===== src/rtl/uart_rx_controller.sv =====
// uart_rx_controller: accepts bytes from a UART Receive block over a four-phase
// receive/rx_done handshake and queues them in a show-ahead FIFO for a consumer.
// The receive flag is synchronized into ref_clk before any logic looks at it.
module uart_rx_controller #(
  parameter int DEPTH       = 4,
  parameter int SYNC_STAGES = 2
) (
  input  logic                     ref_clk,
  input  logic                     nreset,
  input  logic                     receive,
  input  logic [7:0]               data_in,
  output logic                     rx_done,
  input  logic                     cfg_parity_mode,
  output logic                     parity_mode,
  input  logic                     rd_en,
  output logic [7:0]               rd_data,
  output logic                     empty,
  output logic                     full,
  output logic [$clog2(DEPTH):0]   count,
  output logic                     overflow,
  input  logic                     clr_overflow
);

  localparam int AW = $clog2(DEPTH);
  localparam int CW = AW + 1;

  typedef enum logic [1:0] {
    S_IDLE    = 2'd0,
    S_CAPTURE = 2'd1,
    S_ACK     = 2'd2
  } state_t;

  state_t                 r_state;
  state_t                 w_next_state;
  logic [SYNC_STAGES-1:0] r_sync;
  logic                   w_receive_s;
  logic                   r_rx_done;
  logic                   r_parity_mode;
  logic                   r_overflow;
  logic [7:0]             r_mem [DEPTH];
  logic [AW-1:0]          r_wr_ptr;
  logic [AW-1:0]          r_rd_ptr;
  logic [CW-1:0]          r_count;
  logic                   w_empty;
  logic                   w_full;
  logic                   w_push;
  logic                   w_pop;
  logic                   w_drop;
  logic                   w_load_parity;

  // Shift the asynchronous receive flag through the synchronizer chain.
  always_ff @(posedge ref_clk or negedge nreset) begin
    if (!nreset) begin
      r_sync <= '0;
    end else begin
      r_sync <= {r_sync[SYNC_STAGES-2:0], receive};
    end
  end

  assign w_receive_s = r_sync[SYNC_STAGES-1];

  // FIFO status derived from occupancy.
  assign w_empty = (r_count == '0);
  assign w_full  = (r_count == CW'(DEPTH));

  // A full FIFO still accepts a byte when the consumer pops in the same cycle;
  // a pop on an empty FIFO is ignored, so push-with-rd_en while empty is push only.
  assign w_push        = (r_state == S_CAPTURE) && (!w_full || rd_en);
  assign w_drop        = (r_state == S_CAPTURE) && w_full && !rd_en;
  assign w_pop         = rd_en && !w_empty;
  assign w_load_parity = (r_state == S_IDLE) && !w_receive_s;

  // Handshake state register.
  always_ff @(posedge ref_clk or negedge nreset) begin
    if (!nreset) begin
      r_state <= S_IDLE;
    end else begin
      r_state <= w_next_state;
    end
  end

  // Next-state logic: one capture cycle per frame, then hold ACK until receive drops.
  always_comb begin
    w_next_state = r_state;
    case (r_state)
      S_IDLE:    if (w_receive_s) w_next_state = S_CAPTURE;
      S_CAPTURE: w_next_state = S_ACK;
      S_ACK:     if (!w_receive_s) w_next_state = S_IDLE;
      default:   w_next_state = S_IDLE;
    endcase
  end

  // rx_done is registered from the next state so it is high exactly while in ACK.
  always_ff @(posedge ref_clk or negedge nreset) begin
    if (!nreset) begin
      r_rx_done <= 1'b0;
    end else begin
      r_rx_done <= (w_next_state == S_ACK);
    end
  end

  // Parity mode only changes between frames so the Receive block never sees it move mid-frame.
  always_ff @(posedge ref_clk or negedge nreset) begin
    if (!nreset) begin
      r_parity_mode <= 1'b0;
    end else if (w_load_parity) begin
      r_parity_mode <= cfg_parity_mode;
    end
  end

  // Sticky overflow flag; a drop in the same cycle as a clear keeps it set.
  always_ff @(posedge ref_clk or negedge nreset) begin
    if (!nreset) begin
      r_overflow <= 1'b0;
    end else if (w_drop) begin
      r_overflow <= 1'b1;
    end else if (clr_overflow) begin
      r_overflow <= 1'b0;
    end
  end

  // FIFO storage; contents need no reset because occupancy governs visibility.
  always_ff @(posedge ref_clk) begin
    if (w_push) begin
      r_mem[r_wr_ptr] <= data_in;
    end
  end

  // FIFO pointers and occupancy; pointers wrap naturally since DEPTH is a power of two.
  always_ff @(posedge ref_clk or negedge nreset) begin
    if (!nreset) begin
      r_wr_ptr <= '0;
      r_rd_ptr <= '0;
      r_count  <= '0;
    end else begin
      if (w_push) r_wr_ptr <= r_wr_ptr + AW'(1);
      if (w_pop)  r_rd_ptr <= r_rd_ptr + AW'(1);
      case ({w_push, w_pop})
        2'b10:   r_count <= r_count + CW'(1);
        2'b01:   r_count <= r_count - CW'(1);
        default: r_count <= r_count;
      endcase
    end
  end

  assign rx_done     = r_rx_done;
  assign parity_mode = r_parity_mode;
  assign rd_data     = r_mem[r_rd_ptr];
  assign empty       = w_empty;
  assign full        = w_full;
  assign count       = r_count;
  assign overflow    = r_overflow;

endmodule


===== config.mk =====
export PLATFORM = sky130hd
export DESIGN_NAME = uart_rx_controller
export DESIGN_NICKNAME = d
export VERILOG_FILES = /design/src/rtl/uart_rx_controller.sv
export SDC_FILE = /design/constraint.sdc
export NUM_CORES = 1
export LEC_CHECK = 0
export ABC_AREA = 1
export BUFFER_PORTS_ARGS = -buffer_cell sky130_fd_sc_hd__buf_2
export CORE_UTILIZATION = 40
export CTS_CLUSTER_DIAMETER = 200
export DETAILED_ROUTE_END_ITERATION = 10
export GPL_TIMING_DRIVEN = 0
export PLACE_DENSITY = 0.7
export SLEW_MARGIN = 20
export SYNTH_ARGS = -nofsm -noshare
export SYNTH_HDL_FRONTEND = slang
export SYNTH_SLANG_ARGS = --single-unit

===== constraint.sdc =====
create_clock -name ref_clk -period 5 [get_ports ref_clk]
set_clock_uncertainty 0.05 [all_clocks]
set_input_delay 0 -clock ref_clk [delete_from_list [all_inputs] [get_ports ref_clk]]
set_output_delay 0 -clock ref_clk [all_outputs]
set_load 0.05 [all_outputs]

; ---- Word-level counts from Yosys, hierarchy flattened
; Memories as Yosys holds them, arrays and structs flattened.
; Cells that the tools add are included.
[totals]
wordCells = 41
mem_bits_rw = 32
memories = 1
out_inout_bits = 16
reg_bits = 14
in_bits = 14
[mem_list]
columns = memory, depth, word_bits, read_ports, rd_ports_with_merged_regs, write_ports, line
row1 = r_mem, 4, 8, 1, 0, 1, 40  ; logic [7:0] r_mem [DEPTH];
[op_classes]
reduce_logical = 14
eq_ne = 6
n_addsub = 4
n_mux = 8
[ops]
columns = cell, count
row1 = "equality test 2 bit, second input constant", 3
row2 = one-hot mux 2 bit (3 select lines), 1
row3 = one-hot mux 3 bit (2 select lines), 1
row4 = logical AND 1 bit, 5
row5 = "adder 2 x 1 -> 2 bit, second input constant", 2
row6 = "equality test 2 x 1 -> 1 bit, second input constant", 2
row7 = logical NOT 1 bit, 4
row8 = 2-to-1 mux 1 bit, 4
row9 = 2-to-1 mux 2 bit, 2
row10 = nonzero test 2 bit, 2
row11 = "adder 3 x 1 -> 3 bit, second input constant", 1
row12 = "equality test 3 bit, second input constant", 1
row13 = logical NOT 3 bit, 1
row14 = "subtractor 3 x 1 -> 3 bit, second input constant", 1
row15 = logical NOT 2 bit, 1
row16 = logical OR 1 bit, 1

; ---- Depth between registers and ports, before layout
[depth]
ltp_word = 6
ltp_mapped = 12
ltp_nobuf = 12

; ---- Worst setup path after synthesis
; No wires, ideal clock.
[synth_path]
path_type = reg2reg
startpoint = reg r_count[0], in the netlist count[0]
endpoint = reg r_count[2], in the netlist count[2]
path_slack_ns = 2.953
path_buffers = 0
synth_period_minus_slack_ns = 2.047
arrival_ns = 1.877
setup_ns = 0.120
required_ns = 4.830
path_stages_with_launch = 11
cell_sequence = dfrtp_1 nor2_2 nand3_2 nand2_4 ha_1 inv_1 fa_1 nand2_1 nand3_1 nand2_1 nand2_1
[synth_via]
elab_chain_len = 6
word_cells_on_any_way = 13
cone_classes = add/sub: 2 / eq/ne: 3 / mux: 1 / reduce/logical: 7
[synth_lines]
columns = item, line
row1 = "start, declared", 43  ; logic [CW-1:0] r_count;
row2 = "start signal, assigned", 139  ; 2'b10: r_count <= r_count + CW'(1);
row3 = "start signal, assigned", 140  ; 2'b01: r_count <= r_count - CW'(1);
row4 = "start signal, assigned", 141  ; default: r_count <= r_count;
row5 = equality test 3 bit, 64  ; assign w_full = (r_count == CW'(DEPTH));
row6 = logical NOT 1 bit, 68  ; assign w_push = (r_state == S_CAPTURE) && (!w_full || rd_en);
row7 = logical OR 1 bit, 68
row8 = logical AND 1 bit, 68
row9 = equality test 2 x 1 -> 1 bit / equality test 2 bit (equally long branches), 138  ; case ({w_push, w_pop})
row10 = one-hot mux 3 bit (2 select lines) / nonzero test 2 bit (equally long branches), -
; Parallel ways exist; a longest one is shown, timed or not.
; A chain may end at the register's enable or synchronous reset.

; ---- Final worst setup path
; Same ends and word-level chain as after synthesis.

==> impl_metrics.yaml <==
status:
  outcome: "finished, final reports clean"
cells_and_area:
  seq_area_sq_um: 1310
  fin_util_pct: 50.7
  diodes: 0
  multiInputGateArea_sq_um: 508
  final_common_cell: "edfxtp_1"
  nFillCells: 405
  syn_to_final_growth_pct: 22.2
  finalNetCount: 239
  drive_above_1_share_pct: 21.4
  final_cell_mix: "edfxtp_1 (32), nor2_1 (30), buf_2 (29)"
clock_network:
  postCtsSetupRepairBufs: 0
  cts.path.max_buffers: 2
  postCtsHoldBufs: 13
  cts_tree: "built"
  cts.sinks: 46
  root_buffer: "clkbuf_8"
  cts_buffers: 5
  cts_resized: 0
  worstSkewPairLatency_ns: 0.29
  htree_levels: 2
  path_clk_slew_ns: 0.08
routing:
  vias_per_cell: 4.74
  antenna_left: 0
  drcViolationCount: 0
  first_iter_violations: 55
  wl_per_cell_um: 12.1
  wl_um: 3310
  vias: 1299
  drt_first_pass_iters: 4
floorplanning:
  ios: 30
  std_cell_rows: 25
  start_util_pct: 41.5
  coreArea_sq_um: 4690
  die_w_um: 71.8
  die_y_um: 71.8
  fp.dieArea_sq_um: 5150
timing:
  post-route-min-period_ns: 1.90
  relSlewSlack_pct: 44.3
  hold_viol: 0
  post-route-period-util_pct: 38.1
  drv_slew: 0
  finalSetupViolations: 0
  max_freq_ghz: 0.525
  tightest_slew_ns: 0.832
  fin_tns_setup_ns: 0
  rsz0062_at_grt: "false"
setup_path:
  endpoint_kind: "flip-flop"
  arrival_ns: 2.04
  crit_buf_inv: 1
  critPathKind: "flip-flop to flip-flop"
  critPathRequiredTime_ns: 5.14
  cpMostUsedCell: "nand2_1"
  cp_top_family: "simple AND/OR/NAND/NOR gates"
  path_cells: "nor2_2 > nand3_2 > nand2_4 > ha_1 > inv_1 > fa_1 > nand2_1 > nand3_1 > nand2_1 > nand2_1"
  cp.depth: 10
  crit_path_max_fanout: 7
  slowest_stage: "dfrtp_1"
  cpPeakStageDelay_ns: 0.44
  r2r_cells: 10
  cp-start-kind: "flip-flop"
place:
  dp_hpwl_um: 2250
  portBuffers: 29
  routabilityCongestion: 0.782
pwr:
  leakagePower_nw: 1.02
  vdd_drop_max_mv: 0.279
  p_per_area_nw_per_um2: 630
hold_path:
  hold_class: "input port to asynchronous set/reset pin"
synthesis:
  syn_inst: 170
  synth_cell_type_count: 21
  syn_nets: 190
  syn_area_per_cell_sq_um: 11.5
  ys_ff_latch: 46
  yosysSeqAreaShare_pct: 67.3
  synth_area_sq_um: 1950
  ys_warn_count: 0
global_route:
  gr-total-overflow: 0
  grt_pass1_wl_um: 5310
  grt_pass1_vias: 1187
  antenna_found_initial: 0
  gr-usage-all-layers_pct: 14.2
  grt_max_degree: 16
job:
  maxCapViolations: 0
power by group:
group	switching, mW	total [mW]	internal [mW]
logic	0.542	0.748	0.206
registers	0.0458	0.536	0.490
clock network	0.119	0.217	0.0981
total	0.707	1.50	0.794
metal layers:
| metal | GRT usage [%] | vias to the layer above | share of wire (%) |
|---|---|---|---|
| met5 | 0 | - | 0 |
| li1 | - | 663 | - |
| met1 | 15.4 | 613 | 42 |
| met4 | 7.19 | 0 | 1.7 |
| met2 | 25.6 | 18 | 53 |
| met3 | 3.52 | 5 | 3.1 |
flip-flops by register name, indices dropped and copies added (netlist names):
name and cells:
r_rd_ptr 2, parity_mode 1, overflow 1, count 3, r_state 2, r_wr_ptr 2, r_sync 2, r_mem 32
rx_done 1
synth_stat cells, drive strengths merged:
| cell | count | area [sq um] |
|---|---|---|
| nand3 | 7 | 40.0 |
| ha | 5 | 62.6 |
| nand4 | 1 | 6.26 |
| o22ai | 1 | 6.26 |
| dfrtp | 14 | 350 |
| xnor2 | 1 | 8.76 |
| inv | 21 | 83.8 |
| nor3 | 1 | 5.00 |
| nor2 | 32 | 130 |
| buf | 4 | 45.0 |
| fa | 1 | 20.0 |
| nand2 | 23 | 93.8 |
| edfxtp | 32 | 961 |
| o21ai | 27 | 135 |
final cells by class:
| type | instances | share of cell area, % |
|---|---|---|
| clock buffers | 5 | 2.89 |
| inverters | 21 | 3.52 |
| clock inverters | 3 | 0.893 |
| multi-input cells | 99 | 21.3 |
| repair buffers | 42 | 11.6 |
| flip-flops and latches | 46 | 55.1 |
| plain buffers | 4 | 1.89 |
| well taps | 54 | 2.84 |
final timing paths:
check / start / end / slack, ns
min reg2reg: r_sync[0] / r_sync[1] / 0.31
max: count[0] / count[2] / 3.10
min: nreset / parity_mode / 0.07
max reg2reg: count[0] / count[2] / 3.10
min in group ref_clk: receive / r_sync[0] / 0.30
max in group asynchronous: nreset / r_rd_ptr[0] / 4.59
cells by family (layout without fill, tap and decap cells):
logic type                 after synthesis  count (layout)  share of synthesized area, %
and+or+nand+nor                         64              64                          14.1
DFF                                     46              46                          67.3
AOI/OAI and AO/OA                       28              28                          7.26
buffers and inverters                   25              75                          6.62
adders and majority gates                6               6                          4.24
xor gates and xnor gates                 1               1                         0.450
per-stage QoR:
step	std cells	setup WS (ns)	total power [mW]	instance area (sq um)	hold slack, ns
after floorplan	170	2.95	1.12	1950	-0.346
after global placement	253	3.13	1.27	2160	-0.146
after detailed placement	253	3.10	1.29	2160	-0.143
after CTS	274	3.09	1.52	2380	0.0687
after global routing	274	2.97	1.60	2380	0.104
final	274	3.10	1.50	2380	0.0723
worst reg2reg max path, cell delays in order, from the launching register on:
cell and delay [ns]:
dfrtp_1 0.44, nor2_2 0.16, nand3_2 0.14, nand2_4 0.13, ha_1 0.17, inv_1 0.06
fa_1 0.38, nand2_1 0.10, nand3_1 0.07, nand2_1 0.06, nand2_1 0.05
No activity file was read; power rests on OpenSTA's default activity.
